`config.mk`:
```
export PLATFORM = sky130hd
export DESIGN_NAME = input_conditioner
export DESIGN_NICKNAME = d
export VERILOG_FILES = /design/src/rtl/input_conditioner.sv
export SDC_FILE = /design/constraint.sdc
export NUM_CORES = 1
export LEC_CHECK = 0
export BUFFER_PORTS_ARGS = -buffer_cell sky130_fd_sc_hd__buf_2
export CAP_MARGIN = 20
export CORE_MARGIN = 5
export CORE_UTILIZATION = 56
export CTS_BUF_LIST = sky130_fd_sc_hd__clkbuf_4
export DETAILED_ROUTE_END_ITERATION = 8
export PLACE_DENSITY = 0.77
export SLEW_MARGIN = 20
export SYNTH_ARGS = -nofsm -noshare
export SYNTH_HDL_FRONTEND = slang
export SYNTH_SLANG_ARGS = --single-unit
```
`constraint.sdc`:
```
create_clock -name CLK -period 1.5 [get_ports CLK]
set_clock_uncertainty 0.15 [all_clocks]
set_input_delay 0.15 -clock CLK [delete_from_list [all_inputs] [get_ports CLK]]
set_output_delay 0.15 -clock CLK [all_outputs]
set_load 0.02 [all_outputs]
```
`src/rtl/input_conditioner.sv`:
```
// input_conditioner: switch synchroniser and debouncer.
// Produces clean levels plus one-cycle rise/fall strobes.
module input_conditioner #(
  parameter int N           = 3,
  parameter int SYNC_STAGES = 2,
  parameter int DB_CYCLES   = 16
) (
  input  logic         CLK,
  input  logic         reset,
  input  logic [N-1:0] raw,
  output logic [N-1:0] clean,
  output logic [N-1:0] rise,
  output logic [N-1:0] fall,
  output logic         changed
);

  localparam int CW = $clog2(DB_CYCLES);
  localparam logic [CW-1:0] CNT_LAST =
    CW'(DB_CYCLES - 1);
  localparam logic [CW-1:0] CNT_ONE = CW'(1);

  typedef enum logic [1:0] {
    STABLE_LO,
    WAIT_HI,
    STABLE_HI,
    WAIT_LO
  } db_state_t;

  logic [N-1:0]  sync_q [SYNC_STAGES];
  logic [N-1:0]  s;

  db_state_t     state_q [N];
  db_state_t     state_d [N];
  logic [CW-1:0] cnt_q   [N];
  logic [CW-1:0] cnt_d   [N];

  logic [N-1:0]  clean_d;
  logic [N-1:0]  rise_d;
  logic [N-1:0]  fall_d;

  // Plain flop chain; nothing between the stages.
  always_ff @(posedge CLK or negedge reset) begin
    if (!reset) begin
      for (int k = 0; k < SYNC_STAGES; k++)
        sync_q[k] <= '0;
    end else begin
      sync_q[0] <= raw;
      for (int k = 1; k < SYNC_STAGES; k++)
        sync_q[k] <= sync_q[k-1];
    end
  end

  assign s = sync_q[SYNC_STAGES-1];

  // Debounce state, counters and output registers.
  always_ff @(posedge CLK or negedge reset) begin
    if (!reset) begin
      for (int i = 0; i < N; i++) begin
        state_q[i] <= STABLE_LO;
        cnt_q[i]   <= '0;
      end
      clean <= '0;
      rise  <= '0;
      fall  <= '0;
    end else begin
      for (int i = 0; i < N; i++) begin
        state_q[i] <= state_d[i];
        cnt_q[i]   <= cnt_d[i];
      end
      clean <= clean_d;
      rise  <= rise_d;
      fall  <= fall_d;
    end
  end

  // Per-channel next state; a reversal in WAIT
  // drops back to the stable state and restarts.
  always_comb begin
    clean_d = clean;
    rise_d  = '0;
    fall_d  = '0;
    for (int i = 0; i < N; i++) begin
      state_d[i] = state_q[i];
      cnt_d[i]   = cnt_q[i];
      unique case (state_q[i])
        STABLE_LO: begin
          if (s[i]) begin
            state_d[i] = WAIT_HI;
            cnt_d[i]   = CNT_ONE;
          end
        end
        WAIT_HI: begin
          if (!s[i]) begin
            state_d[i] = STABLE_LO;
            cnt_d[i]   = '0;
          end else if (cnt_q[i] == CNT_LAST) begin
            state_d[i] = STABLE_HI;
            cnt_d[i]   = '0;
            clean_d[i] = 1'b1;
            rise_d[i]  = 1'b1;
          end else begin
            cnt_d[i] = cnt_q[i] + CNT_ONE;
          end
        end
        STABLE_HI: begin
          if (!s[i]) begin
            state_d[i] = WAIT_LO;
            cnt_d[i]   = CNT_ONE;
          end
        end
        WAIT_LO: begin
          if (s[i]) begin
            state_d[i] = STABLE_HI;
            cnt_d[i]   = '0;
          end else if (cnt_q[i] == CNT_LAST) begin
            state_d[i] = STABLE_LO;
            cnt_d[i]   = '0;
            clean_d[i] = 1'b0;
            fall_d[i]  = 1'b1;
          end else begin
            cnt_d[i] = cnt_q[i] + CNT_ONE;
          end
        end
        default: begin
          state_d[i] = STABLE_LO;
          cnt_d[i]   = '0;
        end
      endcase
    end
  end

  assign changed = |{rise, fall};

endmodule

```
==> impl_results.md <==
- Status: finished with violations
- Failing checks: negative setup slack
- Initial antenna violation count: 0
- Setup CP Type: reg -> out
- Logic pwr share: 0.073
- Fin util: 0.694
- Post-route ant nets: 0
- FMAX: 640 MHz
- PortBufs: 14
- Final worst slack: -63.3 ps
- Sequential share of the synthesized area: 0.588
- Share of cells above drive strength 1: 0.200
- Clock tree buffer depth: 2
- Clock transition at path regs: roughly 110 ps
- Slew @ Worst Pin: 400 ps
- HPWL Detailed: between 1.5 and 2 mm
- Max FO, Critical Path: 2
- GPL Wtd Cong: 0.880
- Post-Syn Area per Cell: 10.9 um2
- Power share of the sequential group: 0.508
- Clk root buf: clkbuf_4
- Drc violations: 0
- Post-Place Worst Slack: 43.4 ps
- # H-tree levels: 2
- DIE AREA: around 3600 um2
- Fin. Hold Viols: 0
- Via density per instance: 5.77
- Crit end category: primary output
- Diode count: 0
- Routed wire length: 2.82 mm
- Total number of vias: about 1100
- DRT Pass-1 Iters: 4
- Cells after synthesis: 129
- Synthesized flop and latch total: 33
- Unrepaired setup endpoints after global routing: true
- DP Area: 1500 um2
- Required time worst endpoint: around 1200 ps
- Register-to-register setup slack: about 60 ps
- Largest net degree at the start of global routing: 34
- Leakage: 0.812 nW
- Chip Width: 60.1 um
- TritonCTS clock tree: built
- Synth top area cells: dfrtp_1 59%, nand2_1 5.3%, a21oi_1 2.9%, ha_1 2.7%, o21ai_0 2.5%
- Synth-to-Final Area Change: 20.2%
- CTS buffer count: 5
- Warnings, synthesis: 0
- Initial Utilization: 0.577
- CP startpoint kind: register
- Core area: 2430 um2
- R2r endpoint: clean[0]
- Final net count: 162
- Switching pwr: 0.427 mW
- Tot GR Track Use: 0.178
- Drt wl/cell: 15.2 um
- VDD IR max: 1.18 mV
- Die Y: around 60 um
- Synth top area share: 0.588
- Num ports: 15
- Crit share post-route: 1.04
- Grt ovf: 0
- Clk pwr share: 0.420
- Fin area: approximately 1700 um2
- Clk_lat worst skew: 330 ps
- Worst-case reg-to-reg path depth: 4
- Initial drt markers: 23
- R2R Path Start: cnt_q[8]
- Max_slew headroom: 0.733
- Internal Power: 1.51 mW
- Unique masters post-synth: 28
- Total power: 1.94 mW
- Post-synth top area cell: dfrtp_1
- Max_cap viols: 0
- Post-Syn Area: 1400 um2
- Vias in the first global route: about 1100
- Rows: 18
- Pins Over Slew Limit: 0
- Crit path DAT: ~1300 ps
- Min cycle time layout: 1560 ps
- P per Cell Area: around 1100 nW/um2
- Syn nets: 137
- Sink Count: 33
- Worst min path class: in -> async
- Switching portion of total power: 0.220
- First-pass GRT wire length: 4.60 mm
- Final setup vio count: 1
## final cells by class
type	instances	area, um2
repair buffers	21	133
clock inverters	3	65.1
multi-input cells	89	574
flip-flops and latches	33	826
clock buffers	5	37.5
well taps	30	37.5
inverters	4	15.0
fillers	184	744
## worst max-delay path, cell delays in order, from the launching register on
cell and delay (ps):
dfrtp_1 410, nor4_2 290, nand2_1 80, buf_2 160
## metrics by stage
stage | TNS, ps | hold WS [ps] | instances
final | -63.3 | 203 | 185
after global routing | -170 | 222 | 185
after CTS | -114 | 194 | 183
after detailed placement | 0 | 41.3 | 171
after global placement | 0 | 43.5 | 171
after floorplan | 0 | -296 | 129
## power groups by stage
stage               combinational (mW)  clock [mW]  sequential (mW)
floorplan                       0.0845           0            0.980
global placement                 0.110           0            0.994
detailed placement               0.116           0            0.998
CTS                              0.127       0.840            0.982
global route                     0.164       0.864            0.990
finish                           0.141       0.814            0.984
## worst max path at each step
| stage | startpoint | endpoint | slack [ps] | cells after the start |
|---|---|---|---|---|
| 2_1_floorplan | cnt_q[0] | clean[2] | 180 | 4 |
| 3_3_place_gp | register | cnt_q[11] | 130 | 3 |
| 3_5_place_dp | cnt_q[8] | clean[0] | 40 | 4 |
| 4_1_cts | fall[1] | changed | -110 | 3 |
| 5_1_grt | fall[1] | changed | -170 | 3 |
| 6_report | fall[1] | changed | -60 | 3 |
## kinds of logic (layout without fill, tap and decap cells)
group	Yosys count	after routing	share of synthesized area
flops	33	33	0.588
buf+inv	7	33	0.0214
xor+xnor	7	7	0.0490
compound gates	25	25	0.112
simple gates	54	54	0.202
fa+ha+maj	3	3	0.0267
## registers in the layout, summed over array words and instances, names as in the netlist, named ones only
register	count
rise	3
clean	3
fall	3
s	3
cnt_q	12
sync_q	3
state_q	3
## repair_timing
action / CTS / global route
hold endpoints to repair: 36 / 0
pin swaps: 1 / 1
setup endpoints to repair: 1 / 7
gates resized for setup: 1 / 4
buffers inserted: 0 / 2
hold buffers: 4 / 0
## synth_stat cells
library cell	count
nor4_1	1
o311ai_0	1
a311oi_1	1
o22ai_1	2
nand3_1	6
nor2b_1	3
ha_1	3
xnor2_1	2
o2111ai_1	1
a21oi_1	8
xor2_2	1
dfrtp_1	33
o311ai_1	1
xor2_1	4
a211oi_1	2
nand4b_1	1
nor3b_1	3
nor2_1	9
buf_2	3
and4b_1	3
inv_1	4
o21ai_0	7
and4_1	3
nand2_1	20
a211oi_2	1
nand4_1	4
and2_2	1
o31ai_1	1
## routing by layer
metal,share of wire,track usage,vias to the layer above,routed length (um)
li1,-,-,511,-
met1,0.42,0.189,530,1180
met2,0.52,0.298,21,1460
met3,0.041,0.0583,6,116
met4,0.018,0.117,0,50
met5,0,0,-,0
## layout by cell type (no fill, tap or decap), types with 2 or more instances in the layout
cell           count
dfrtp_1           33
nand2_1           20
buf_2             14
nor2_1             9
a21oi_1            8
nand3_1            6
o21ai_0            6
clkbuf_4           5
nand4_1            4
xor2_1             4
inv_1              4
dlygate4sd3_1      4
nor3b_1            3
and4_1             3
nor2b_1            3
and4b_1            3
buf_4              3
xnor2_1            2
a211oi_1           2
o22ai_1            2
ha_1               2
bufinv_16          2
(Power assumes the default switching activity.)
